==> src/rtl/dds_io_update_gen.sv <==
// IO_UPDATE generator for the DDS chips: per-channel request synchroniser feeding
// passthrough, edge-triggered fixed-width pulses, or shared-interval periodic pulses.
module dds_io_update_gen #(
  parameter int NCH         = 2,
  parameter int SYNC_STAGES = 2,
  parameter int WIDTH_W     = 8,
  parameter int PERIOD_W    = 16
) (
  input  logic                clk,
  input  logic                rst,
  input  logic [NCH-1:0]      ps_dds_update,
  input  logic [1:0]          mode,
  input  logic [WIDTH_W-1:0]  pulse_len,
  input  logic [PERIOD_W-1:0] period,
  input  logic                clr_overrun,
  output logic [NCH-1:0]      o_dds_update,
  output logic [NCH-1:0]      busy,
  output logic [NCH-1:0]      overrun
);

  localparam logic [1:0] MODE_PASS     = 2'd0;
  localparam logic [1:0] MODE_EDGE     = 2'd1;
  localparam logic [1:0] MODE_PERIODIC = 2'd2;
  localparam logic [1:0] MODE_OFF      = 2'd3;

  typedef enum logic [1:0] {
    ST_IDLE  = 2'd0,
    ST_PULSE = 2'd1,
    ST_HOLD  = 2'd2
  } state_t;

  logic [1:0]          mode_q;
  logic [1:0]          mode_prev_q;
  logic                mode_chg;
  logic [PERIOD_W-1:0] cnt_q;
  logic [PERIOD_W-1:0] cnt_d;
  logic                tick;
  logic [WIDTH_W-1:0]  len_eff;

  assign mode_chg = (mode_q != mode_prev_q);
  assign len_eff  = (pulse_len == '0) ? WIDTH_W'(1) : pulse_len;

  // >= rather than == so shrinking the period below the running count ticks at once
  assign tick = (mode_q == MODE_PERIODIC) && !mode_chg && (period != '0) &&
                (cnt_q >= (period - PERIOD_W'(1)));

  always_comb begin
    cnt_d = cnt_q + PERIOD_W'(1);
    if ((mode_q != MODE_PERIODIC) || mode_chg || (period == '0) || tick) begin
      cnt_d = '0;
    end
  end

  always_ff @(posedge clk or posedge rst) begin
    if (rst) begin
      mode_q      <= MODE_PASS;
      mode_prev_q <= MODE_PASS;
      cnt_q       <= '0;
    end else begin
      mode_q      <= mode;
      mode_prev_q <= mode_q;
      cnt_q       <= cnt_d;
    end
  end

  genvar gi;
  generate
    for (gi = 0; gi < NCH; gi++) begin : g_ch
      logic [SYNC_STAGES-1:0] sync_q;
      logic                   prev_q;
      logic                   pass_q;
      logic                   out_q;
      logic                   out_d;
      logic                   busy_q;
      logic                   busy_d;
      logic                   ovr_q;
      logic                   ovr_d;
      logic                   ovr_set;
      logic                   sync_w;
      logic                   rise;
      logic                   trig;
      logic                   fsm_run;
      state_t                 state_q;
      state_t                 state_d;
      logic [WIDTH_W-1:0]     len_q;
      logic [WIDTH_W-1:0]     len_d;

      assign sync_w  = sync_q[SYNC_STAGES-1];
      assign rise    = sync_w & ~prev_q;
      assign fsm_run = (mode_q == MODE_EDGE) || (mode_q == MODE_PERIODIC);
      assign trig    = !mode_chg &&
                       (((mode_q == MODE_EDGE) && rise) ||
                        ((mode_q == MODE_PERIODIC) && tick));

      always_comb begin
        state_d = state_q;
        len_d   = len_q;
        ovr_set = 1'b0;
        if (mode_chg || !fsm_run) begin
          state_d = ST_IDLE;
          len_d   = '0;
        end else begin
          case (state_q)
            ST_IDLE: begin
              if (trig) begin
                state_d = ST_PULSE;
                len_d   = len_eff;
              end
            end
            ST_PULSE: begin
              ovr_set = trig;
              if (len_q <= WIDTH_W'(1)) begin
                state_d = ST_HOLD;
                len_d   = '0;
              end else begin
                len_d = len_q - WIDTH_W'(1);
              end
            end
            ST_HOLD: begin
              ovr_set = trig;
              state_d = ST_IDLE;
            end
            default: begin
              state_d = ST_IDLE;
              len_d   = '0;
            end
          endcase
        end
      end

      // Passthrough goes through pass_q so both modes share one extra register stage
      always_comb begin
        out_d  = 1'b0;
        busy_d = 1'b0;
        if (!mode_chg) begin
          case (mode_q)
            MODE_PASS: out_d = pass_q;
            MODE_EDGE, MODE_PERIODIC: begin
              out_d  = (state_q == ST_PULSE);
              busy_d = (state_q != ST_IDLE);
            end
            MODE_OFF: out_d = 1'b0;
            default:  out_d = 1'b0;
          endcase
        end
      end

      always_comb begin
        ovr_d = ovr_q;
        if (ovr_set) begin
          ovr_d = 1'b1;
        end else if (clr_overrun) begin
          ovr_d = 1'b0;
        end
      end

      if (SYNC_STAGES > 1) begin : g_sync
        always_ff @(posedge clk or posedge rst) begin
          if (rst) begin
            sync_q <= '0;
          end else begin
            sync_q <= {sync_q[SYNC_STAGES-2:0], ps_dds_update[gi]};
          end
        end
      end else begin : g_sync1
        always_ff @(posedge clk or posedge rst) begin
          if (rst) begin
            sync_q <= '0;
          end else begin
            sync_q <= ps_dds_update[gi];
          end
        end
      end

      always_ff @(posedge clk or posedge rst) begin
        if (rst) begin
          prev_q  <= 1'b0;
          pass_q  <= 1'b0;
          out_q   <= 1'b0;
          busy_q  <= 1'b0;
          ovr_q   <= 1'b0;
          state_q <= ST_IDLE;
          len_q   <= '0;
        end else begin
          prev_q  <= sync_w;
          pass_q  <= sync_w;
          out_q   <= out_d;
          busy_q  <= busy_d;
          ovr_q   <= ovr_d;
          state_q <= state_d;
          len_q   <= len_d;
        end
      end

      assign o_dds_update[gi] = out_q;
      assign busy[gi]         = busy_q;
      assign overrun[gi]      = ovr_q;
    end
  endgenerate

endmodule
==> config.mk <==
export PLATFORM = sky130hd
export DESIGN_NAME = dds_io_update_gen
export DESIGN_NICKNAME = d
export VERILOG_FILES = /design/src/rtl/dds_io_update_gen.sv
export SDC_FILE = /design/constraint.sdc
export NUM_CORES = 1
export LEC_CHECK = 0
export ABC_AREA = 0
export CORE_UTILIZATION = 40
export DETAILED_ROUTE_END_ITERATION = 8
export SLEW_MARGIN = 20
export SYNTH_ARGS = -nofsm -noshare
export SYNTH_HDL_FRONTEND = slang
export SYNTH_SLANG_ARGS = --single-unit
==> constraint.sdc <==
create_clock -name clk -period 3 [get_ports clk]
set_input_delay 0.3 -clock clk [delete_from_list [all_inputs] [get_ports clk]]
set_output_delay 0.3 -clock clk [all_outputs]
set_load 0.03 [all_outputs]
# Word-level counts from Yosys, hierarchy flattened
# Cells that the tools add are included.
[totals] reg_bits=52 out_inout_bits=6 elab_cells=110
[classes] n_reduce_logical=34 mux=33 add_sub_neg=4 n_bitwise=4 eq_ne=15 n_lt_le_gt_ge=3
[op_table] op="$mux W8" count=7
[op_table] op="$pmux W8 S3" count=2
[op_table] op="$add A16 B1 Y16 const B" count=1
[op_table] op="$ge A16 B16 Y1" count=1
[op_table] op="$le A8 B1 Y1 const B" count=2
[op_table] op="$logic_not A16 Y1" count=1
[op_table] op="$mux W16" count=1
[op_table] op="$reduce_bool A16 Y1" count=1
[op_table] op="$sub A16 B1 Y16 const B" count=1
[op_table] op="$sub A8 B1 Y8 const B" count=2
[op_table] op="$mux W1" count=13
[op_table] op="$mux W2" count=6
[op_table] op="$ne A3 B3 Y1 const B" count=4
[op_table] op="$eq A2 B2 Y1 const B" count=4
[op_table] op="$logic_and A1 B1 Y1" count=8
[op_table] op="$logic_not A8 Y1" count=1
[op_table] op="$pmux W2 S2" count=2
[op_table] op="$reduce_and A2 Y1" count=4
[op_table] op="$reduce_bool A2 Y1" count=4
[op_table] op="$logic_or A1 B1 Y1" count=7
[op_table] op="$eq A2 B1 Y1 const B" count=3
[op_table] op="$logic_not A2 Y1" count=3
[op_table] op="$ne A2 B2 Y1 const B" count=3
[op_table] op="$pmux W1 S3" count=2
[op_table] op="5 further kinds" count=10

# Depth between registers and ports, before layout
# Gate-level depths: netlist of run 1.
[depth] depth_word=11 mapped_depth=15

# Worst setup path before layout of run 1
# Ideal clock, no wire load.
[synth_path] path_kind="input-to-reg" start="input port period[2]" end="register g_ch[1].len_q[2]" slack_ns=-0.546 n_path_buf=0 path_stages=12 setup_ns=0.122 arrival_ns=3.424 cell_sequence="or3_4 -> nor3_1 -> nand2b_1 -> or4_1 -> xor2_1 -> ha_1 -> nand4_1 -> nor2_1 -> a311o_1 -> nor4_1 -> nor3_1 -> a32o_1"
[synth_via] elab_chain_cells=8 elab_cells_between_ends=10 classes_between="add/sub (1); order compare (1); eq/ne (1); reduce/logical (7)"
[synth_lines] item="start: declaration" line="14" rtl="input logic [PERIOD_W-1:0] period,"
[synth_lines] item="$sub A16 B1 Y16 or $reduce_bool A16 Y1 (tied branches)" line="45, 44"
[synth_lines] item="$ge A16 B16 Y1 or $logic_and A1 B1 Y1 (tied branches)" line="45, 44"
[synth_lines] item="$logic_and A1 B1 Y1 *" line="44" rtl="assign tick = (mode_q == MODE_PERIODIC) && !mode_chg && (period != '0) &&"
[synth_lines] item="$logic_and A1 B1 Y1 *" line="93" rtl="((mode_q == MODE_PERIODIC) && tick));"
[synth_lines] item="$logic_or A1 B1 Y1 *" line="92" rtl="(((mode_q == MODE_EDGE) && rise) ||"
[synth_lines] item="$logic_and A1 B1 Y1 *" line="91" rtl="assign trig = !mode_chg &&"
[synth_lines] item="$ne A3 B3 Y1 (no line) *"
[synth_lines] item="$reduce_and A2 Y1 (no line) *"
[synth_lines] item="end signal: assignment" line="191" rtl="len_q <= len_d;"
[synth_lines] item="end: declaration" line="85" rtl="logic [WIDTH_W-1:0] len_q;"
# Mark *: on every way between the ends. The rest lies on a longest branch, timed or not.
# A chain may end at the register's enable or synchronous reset.

# Final worst setup path of run 1
[layout_path] start="input port period[3]" end="register g_ch[0].len_q[0]"
[layout_via] elab_chain_cells=8 elab_cells_between_ends=10 classes_between="add/sub (1); order compare (1); eq/ne (1); reduce/logical (7)"
[layout_lines] item="$sub A16 B1 Y16 or $reduce_bool A16 Y1 (tied branches)" line="45, 44"
[layout_lines] item="$ge A16 B16 Y1 or $logic_and A1 B1 Y1 (tied branches)" line="45, 44"
[layout_lines] item="$logic_and A1 B1 Y1 *" line="44"
[layout_lines] item="$logic_and A1 B1 Y1 *" line="93"
[layout_lines] item="$logic_or A1 B1 Y1 *" line="92"
[layout_lines] item="$logic_and A1 B1 Y1 *" line="91"
[layout_lines] item="$ne A3 B3 Y1 (no line) *"
[layout_lines] item="$reduce_and A2 Y1 (no line) *"
[layout_lines] item="end signal: assignment" line="191"
[layout_lines] item="end: declaration" line="85"
# Marks and branches as above.

==> results of run 1 <==
## stage by stage
stage	utilization, %	area, um2	setup WS (ns)
after floorplan	-	3640	-0.353
after global placement	50.3	4390	-0.868
after detailed placement	50.3	4390	-0.894
after CTS	52.6	4590	-0.328
after global routing	54.7	4770	-0.473
final	54.7	4770	-0.291
## routing by layer
metal	up-vias	GRT usage, %	wire length, um
li1	1582	-	-
met1	1528	26.6	4200
met2	85	33.7	4430
met3	11	3.03	433
met4	0	5.74	120
met5	-	0	0
## cells by family after synthesis
logic type      Yosys count  synth area share [%]
compound gates           92                  19.2
xor+xnor                 33                  8.05
buf+inv                  40                  5.26
fa+ha+maj                34                  11.8
simple gates            139                  18.4
flops                    52                  36.2
mux                       3                 0.976
## state kept, by name, indices dropped and copies added (netlist names)
register      cells
g_ch.len_q       16
cnt_q            16
mode_prev_q       2
g_ch.state_q      4
g_ch.ovr_q        2
mode_q            2
g_ch.sync_q       4
g_ch.pass_q       2
g_ch.out_q        2
g_ch.busy_q       2
## layout make-up
| cell class | count | area [um2] |
|---|---|---|
| Sequential cell | 52 | 1300 |
| Inverter | 23 | 86.3 |
| Tap cell | 108 | 135 |
| Timing Repair Buffer | 88 | 785 |
| Multi-Input combinational cell | 301 | 2370 |
| Fill cell | 773 | 3950 |
| Clock buffer | 5 | 68.8 |
| Clock inverter | 3 | 28.8 |
## placed cells by master (no fill, tap or decap), types with 7 or more instances in the layout
| master | n |
|---|---|
| a21oi_1 | 18 |
| buf_4 | 46 |
| clkdlybuf4s50_1 | 25 |
| dfrtp_1 | 52 |
| dlygate4sd2_1 | 7 |
| ha_1 | 34 |
| inv_1 | 22 |
| nand2_1 | 29 |
| nand3_1 | 7 |
| nor2_1 | 33 |
| nor2_4 | 13 |
| nor3_1 | 13 |
| o211ai_1 | 10 |
| o21ai_0 | 7 |
| xnor2_1 | 18 |
| xor2_1 | 15 |
## worst max path at each step
| stage | start | to | slack [ns] |
|---|---|---|---|
| finish | period[3] | g_ch[0].len_q[0]$_DFFE_PP0P_ | -0.29 |
| global route | period[3] | g_ch[0].len_q[0]$_DFFE_PP0P_ | -0.47 |
| CTS | period[3] | g_ch[0].len_q[0]$_DFFE_PP0P_ | -0.33 |
| detailed placement | period[2] | g_ch[0].len_q[0]$_DFFE_PP0P_ | -0.89 |
| global placement | period[2] | g_ch[0].len_q[0]$_DFFE_PP0P_ | -0.87 |
| floorplan | period[2] | g_ch[0].len_q[0]$_DFFE_PP0P_ | -0.35 |
## power by group
group	switching (mW)	internal (mW)	leakage [nW]	total, mW
clock	0.268	0.177	0.0511	0.445
sequential	0.0104	0.713	0.701	0.724
combinational	0.130	0.112	1.34	0.242
## repair_timing
| item | CTS | global route |
|---|---|---|
| cloned | 1 | 0 |
| gates resized for setup | 38 | 45 |
| pin swaps | 20 | 27 |
| setup buffers | 7 | 0 |
| setup endpoints to repair | 38 | 38 |
==> run summary, run 1 <==
status = complete, but fails checks
failing checks = setup timing
Hold Buf Count CTS = 0
Setup Skew = 0.0100 ns
Achievable Freq = 304 MHz
syn nets = 458
Clock transition at path regs = 0.11 ns
grt total ovfl = 0
later-pin clock latency in the skew report = 0.32 ns
final setup margin = -0.291 ns
Tmin final = 3.29 ns
TritonCTS clock tree = done
DRT iter0 DRCs = 295
Post-synth top cells = dfrtp_1 (52), nor2_1 (48), ha_1 (34)
DRC = 0
Setup-failing EPs final = 23
Final #Nets = 536
Longest Clk Path Bufs = 2
max-slew violation count = 0
Crit path max-delay family = simple AND/OR/NAND/NOR gates
Core Rows = 34
Buffers on Ports = 36
Pwr Density = 296 nW/um2
P&R area growth vs syn = 32.9%
worst hold slack = 0.171 ns
drt total wl = 9.19 mm
Setup crit end kind = register
Mapped Area = 3590 um2
Diodes inserted = 0
Die ar. = 9360 um2
CP Data Required Time = 3.21 ns
unrepaired setup endpoints after global routing = true
worst-path cell chain = buf_6 -> or3_4 -> nor3_4 -> nand2b_1 -> or4_4 -> xor2_1 -> ha_1 -> nand4_1 -> a211oi_2 -> a32o_2 -> o31a_1 -> buf_12 -> a2bb2oi_4 -> mux2_4
Total Routing Usage GR = 20.0%
worst hold path type = input pin to async pin
slowest CP cell = or4_4
slew of the pin with the lowest slew margin = 0.760 ns
Synth area leader = dfrtp_1
gpl congestion = 0.839
Synth Instances = 393
r2r endpoint = g_ch[0].len_q[0]$_DFFE_PP0P_
final hold violations = 0
via count = 3206
r2r startpoint = cnt_q[0]$_DFF_PP0_
global-route wire length before repair = 15.5 mm
Starting Density = 41.2%
CTS sink cnt = 52
post-DP HPWL = 6.77 mm
crit-path max FO = 8
Avg Inst Size Synth = 9.14 um2
Leak = 2.09 nW
Reg2Reg Setup Slack = 0.24 ns
sequential share of the synthesized area = 36.2%
largest cells by area after synthesis = dfrtp_1 (36%), ha_1 (12%), nor2_1 (5.0%)
CP Data Arrival Time = 3.50 ns
Buf+Inv Stages, Crit Path = 2
I/O Pins = 37
Die Height = 96.8 um
share of cells above drive strength 1 = 22.7%
CP Launch Type = input pin
placed insts = 565
EDFF count, synth = 0
Max VDD drop = 0.000191 V
core box area = 8720 um2
Yosys Warn Count = 0
top-count cell post-synth = dfrtp_1
Yosys cell types = 52
Setup TNS Final = -4.44 ns
initial antenna violation count = 0
asr flop ratio synth = 100%
largest net degree at the start of global routing = 28
Die Wd = 96.8 um
fin crit share = 110%
stages on the worst setup path = 14
H-Tree Level Count = 2
Pre-antenna DRT Iters = 4
fin cells = 580
Critical Path Max Stage Delay = 0.48 ns
slew margin rel. = 48.9%
DRT antenna net count = 0
root buf cell = clkbuf_8
Synth top area share = 36.2%
reg2reg path depth = 9
total power = 1.41 mW
number of global-route vias before repair = 3216
CP Class = input pin to register
ys flop type = dfrtp_1
Seq cells post-synth = 52
post-detailed-route wirelength per cell = 15.8 um
max-cap violations = 0
CTS buffer count = 5
vias per std cell = 5.53
Power figures use the tool's default switching activity.
==> inputs of run 2 (changes only) <==
Settings changed: CELL_PAD_IN_SITES_DETAIL_PLACEMENT set to 1, CELL_PAD_IN_SITES_GLOBAL_PLACEMENT set to 1, PLACE_DENSITY_LB_ADDON set to 0.1.
==> run 2 against run 1 <==
- the flow still finishes with violations (setup timing)
- sequential power barely moved
- register-to-register slack barely moved
- clock power rose by 19%
- routed wire length rose by 26%
- critical path depth rose by 1
- clock-buffer cell count rose by 1
- worst setup slack got worse by 0.16 ns
- sequential share of layout area fell by 0.36 points
- utilization rose by 0.73 points
- flip-flop and latch count did not move
==> run summary, run 2 (synthesis results as in run 1) <==
status = complete, but fails checks
failing checks = setup timing
CTS sink cnt = 52
gpl congestion = 0.809
Achievable Freq = 290 MHz
Setup crit end kind = register
Die ar. = 9360 um2
max-slew violation count = 0
fin crit share = 115%
most frequent cells in the layout = buf_4 (54), dfrtp_1 (52), nor2_1 (37), ha_1 (34), nand2_1 (29)
CTS buffer count = 5
Max VDD drop = 0.000210 V
final hold violations = 0
Clock transition at path regs = 0.10 ns
Pwr Density = 312 nW/um2
DRT antenna net count = 0
FF+latch area = 1300 um2
slew of the pin with the lowest slew margin = 0.728 ns
cell area after layout = 4830 um2
dpl ws = -0.996 ns
core box area = 8720 um2
CP Data Arrival Time = 3.66 ns
worst hold slack = 0.359 ns
Longest Clk Path Bufs = 2
Starting Density = 41.2%
Critical Path Max Stage Delay = 0.51 ns
Placed Area = 4410 um2
worst hold path type = register to register
CP Data Required Time = 3.21 ns
global-route wire length before repair = 19.0 mm
drt total wl = 11.6 mm
CP Launch Type = input pin
unrepaired setup endpoints after global routing = true
DRT iter0 DRCs = 104
post-detailed-route wirelength per cell = 19.7 um
Diodes inserted = 0
Leak = 2.14 nW
Tmin final = 3.45 ns
Setup-failing EPs final = 38
share of cells above drive strength 1 = 24.6%
# fillers = 998
I/O Pins = 37
max-cap violations = 0
Largest regs = cnt_q x16, g_ch.len_q x16
Total Routing Usage GR = 25.5%
Final #Nets = 544
CP Class = input pin to register
H-Tree Level Count = 2
TritonCTS clock tree = done
P&R area growth vs syn = 34.6%
slowest CP cell = or4_4
number of global-route vias before repair = 3677
multi-input gate area in the final layout = 2340 um2
Pre-antenna DRT Iters = 4
most common cell after layout, fill and taps aside = buf_4
Die Height = 96.8 um
slew margin rel. = 51.1%
crit-path max FO = 6
largest net degree at the start of global routing = 30
CP most frequent cell = buf_4
grt total ovfl = 0
Core Rows = 34
vias per std cell = 5.79
DRC = 0
final setup margin = -0.453 ns
post-DP HPWL = 8.20 mm
later-pin clock latency in the skew report = 0.32 ns
Die Wd = 96.8 um
Buffers on Ports = 36
initial antenna violation count = 0
via count = 3403
root buf cell = clkbuf_8
Setup Skew = 0.0116 ns
worst-path cell chain = buf_6 -> or3_4 -> nor3_4 -> nand2b_1 -> or4_4 -> xor2_2 -> ha_1 -> nand4_1 -> nor2_1 -> a311o_1 -> buf_4 -> nor4_4 -> nor3_2 -> buf_4 -> a32o_1
-- run 2: cell count changes in the layout (fill, tap and decap cells not counted), sizes merged --
cell	before	now
dlygate4sd2	7	8
clkbuf	5	6
buf	55	63
dlymetal6s2s	1	0
inv	26	23
clkinv	0	1
bufinv	0	1
-- run 2: power breakdown --
part           internal, mW  total (mW)  switching [mW]
Clock                 0.273       0.530           0.256
Sequential            0.713       0.725          0.0115
Combinational         0.117       0.254           0.138
Total                  1.10        1.51           0.405
-- run 2: metrics by stage --
stage               power [mW]  instances  setup TNS, ns  util, %
global route              1.57        588         -14.66     55.4
finish                    1.51        588         -10.71     55.4
global placement         0.968        566         -29.68     50.5
detailed placement       0.975        566         -33.20     50.5
CTS                       1.51        587          -8.19     54.2
floorplan                0.851        393          -5.40        -
-- run 2: final cells by class --
type                       count  share of cell area [%]
clock buffer                   6                    1.71
clock inverter                 2                   0.802
inverter                      23                    1.79
tap                          108                    2.80
multi-input combinational    301                    48.3
timing repair buffer          96                    17.7
sequential                    52                    26.9
-- run 2: repair_timing --
action                                  4_1_cts  5_1_grt
pin swaps                                    26       13
endpoints found under the setup margin       38       38
setup buffers                                12        1
cloned                                        1        0
gates resized for setup                      55       21
hold endpoints to repair                      0        0
hold buffers                                  0        0
-- run 2: per-layer routing --
| metal | global-route usage [%] | wire length (um) |
|---|---|---|
| met3 | 3.47 | 303 |
| met4 | 6.54 | 141 |
| met5 | 0 | 0 |
| met2 | 43.0 | 5670 |
| met1 | 34.4 | 5450 |
-- run 2: path summary, 6_finish.rpt --
| kind | start | end | slack, ns | cells after the start |
|---|---|---|---|---|
| worst max-delay path | period[4] | g_ch[1].len_q[6]$_DFFE_PP0P_ | -0.45 | 15 |
| worst min-delay path | g_ch[0].sync_q[0]$_DFF_PP0_ | g_ch[0].sync_q[1]$_DFF_PP0_ | 0.36 | 0 |
| worst max register to register | cnt_q[0]$_DFF_PP0_ | g_ch[1].len_q[4]$_DFFE_PP0P_ | 0.23 | 10 |
| worst min register to register | g_ch[0].sync_q[0]$_DFF_PP0_ | g_ch[0].sync_q[1]$_DFF_PP0_ | 0.36 | 0 |
| max in group asynchronous | rst | g_ch[1].len_q[0]$_DFFE_PP0P_ | 2.00 | 3 |
| min in group asynchronous | rst | cnt_q[0]$_DFF_PP0_ | 0.42 | 2 |
-- run 2: worst max-delay path, delay by kind of cell --
| kind | cells | cell delay, ns |
|---|---|---|
| and+or+nand+nor | 8 | 1.92 |
| AOI/OAI and AO/OA | 2 | 0.51 |
| buffers and inverters | 3 | 0.44 |
| adders and majority gates | 1 | 0.30 |
| xor gates and xnor gates | 1 | 0.19 |
==> inputs of run 3 (changes only) <==
Settings changed: CORE_ASPECT_RATIO set to 1.4.
==> run 3 against run 2 <==
- clock skew decreased by 0.0070 ns
- clock-buffer cell count decreased by 1
- sequential share of layout area decreased by 0.41 points
- critical path type unchanged
- combinational power about the same
- register-to-register slack improved by 0.07 ns
- critical path depth unchanged
- the flow still finishes with violations (setup timing)
==> run summary, run 3 (synthesis results as in run 1) <==
Hold Buf Count CTS = 0
Tmin final = 3.37 ns
final setup margin = -0.372 ns
worst hold slack = 0.351 ns
total internal power = 1.14 mW
TritonCTS clock tree = done
root buf cell = clkbuf_16
Buffers on Ports = 36
most common cell after layout, fill and taps aside = dfrtp_1
sw frac = 26.9%
Largest regs = cnt_q x16, g_ch.len_q x16
crit-path max FO = 8
Pwr Density = 318 nW/um2
failing checks = setup timing
Hold Crit Depth = 0
Critical Path Max Stage Delay = 0.56 ns
final hold violations = 0
Clock transition at path regs = 0.07 ns
P&R area growth vs syn = 36.7%
post-layout util = 56.7%
DRC = 0
Comb pwr share = 16.3%
Die Height = 114 um
max-cap violations = 0
worst-path cell chain = buf_6 -> or3_4 -> nor3_4 -> nand2b_1 -> or4_4 -> xor2_2 -> ha_1 -> buf_4 -> buf_4 -> buf_4 -> o211a_1 -> o31a_1 -> buf_12 -> a2bb2oi_4 -> mux2_4
Max VDD drop = 0.000231 V
unrepaired setup endpoints after global routing = true
grt total ovfl = 0
post-detailed-route wirelength per cell = 19.6 um
sink of the worst hold path = g_ch[0].sync_q[1]$_DFF_PP0_
Pre-antenna DRT Iters = 4
FF+latch area = 1300 um2
Longest Clk Path Bufs = 2
DRT antenna net count = 0
Die ar. = 9370 um2
CTS buffer count = 5
H-Tree Level Count = 2
drt total wl = 11.5 mm
worst hold path type = register to register
Diodes inserted = 0
CP Launch Type = input pin
CP most frequent cell = buf_4
Sw Pwr = 0.419 mW
Setup-failing EPs final = 38
Setup crit end kind = register
slew margin rel. = 49.5%
gpl congestion = 0.865
stages on the worst setup path = 15
CTS sink cnt = 52
slowest CP cell = or4_4
Reg2Reg Setup Slack = 0.30 ns
global-route wire length before repair = 18.0 mm
Starting Density = 41.5%
Achievable Freq = 297 MHz
CP Data Arrival Time = 3.55 ns
vias per std cell = 5.71
DRT iter0 DRCs = 99
later-pin clock latency in the skew report = 0.29 ns
r2r endpoint = g_ch[0].len_q[0]$_DFFE_PP0P_
Crit path max-delay family = simple AND/OR/NAND/NOR gates
post-DP HPWL = 8.11 mm
via count = 3339
r2r startpoint = cnt_q[0]$_DFF_PP0_
Reg power frac = 46.4%
reg2reg path depth = 9
max-slew violation count = 0
I/O Pins = 37
slew of the pin with the lowest slew margin = 0.749 ns
dpl ws = -0.947 ns
share of cells above drive strength 1 = 24.6%
initial antenna violation count = 0
Clock power frac = 37.3%
CP Data Required Time = 3.18 ns
CP Class = input pin to register
most frequent cells in the layout = dfrtp_1 (52), buf_4 (49), ha_1 (34), nor2_1 (32), nand2_1 (29)
Die Wd = 82.1 um
largest net degree at the start of global routing = 35
Setup Skew = 0.00462 ns
fin crit share = 112%
Leak = 2.15 nW
Final #Nets = 544
status = complete, but fails checks
number of global-route vias before repair = 3700
# fillers = 978
hold wc startpoint = g_ch[0].sync_q[0]$_DFF_PP0_
multi-input gate area in the final layout = 2380 um2
Core Rows = 40
core box area = 8660 um2
Buf+Inv Stages, Crit Path = 5
Total Routing Usage GR = 25.5%
## run 3: cell type report
type | count | share of cell area [%]
repair buffers | 96 | 17.6
clock buffers | 5 | 2.55
inverters | 23 | 1.76
clock inverters | 3 | 0.433
multi-input cells | 301 | 48.5
flip-flops and latches | 52 | 26.5
well taps | 105 | 2.68
## run 3: routing by layer
metal  track usage [%]  wire (um)  vias up
li1                  -          -     1587
met1              27.4       4460     1676
met2              49.5       6540       55
met3              2.79        189       21
met4              8.77        268        0
met5                 0          0        -
## run 3: power groups by stage
stage | clock network (mW) | registers [mW] | logic (mW)
after global placement | 0 | 0.737 | 0.230
after detailed placement | 0 | 0.738 | 0.235
after global routing | 0.612 | 0.726 | 0.278
final | 0.581 | 0.724 | 0.255
after CTS | 0.601 | 0.724 | 0.243
after floorplan | 0 | 0.734 | 0.116
## run 3: stage by stage
stage	instance area (um2)	total power, mW	std cells	TNS (ns)
after detailed placement	4380	0.973	562	-31.25
final	4910	1.56	585	-9.44
after floorplan	3640	0.851	393	-5.40
after CTS	4690	1.57	581	-9.39
after global routing	4910	1.62	585	-15.57
after global placement	4380	0.967	562	-28.67
## run 3: worst max path at each step
stage                     slack [ns]                            to  startpoint
after floorplan                -0.35  g_ch[0].len_q[0]$_DFFE_PP0P_   period[2]
after global placement         -0.86  g_ch[1].len_q[2]$_DFFE_PP0P_   period[2]
after detailed placement       -0.95  g_ch[1].len_q[0]$_DFFE_PP0P_   period[2]
after CTS                      -0.40  g_ch[0].len_q[0]$_DFFE_PP0P_   period[4]
after global routing           -0.52  g_ch[0].len_q[0]$_DFFE_PP0P_   period[4]
final                          -0.37  g_ch[0].len_q[0]$_DFFE_PP0P_   period[4]
## run 3: what timing repair did
action | CTS | global route
pin swaps | 17 | 36
buffers inserted | 11 | 5
gates cloned | 1 | 0
resized for setup | 48 | 46
endpoints found under the setup margin | 38 | 38
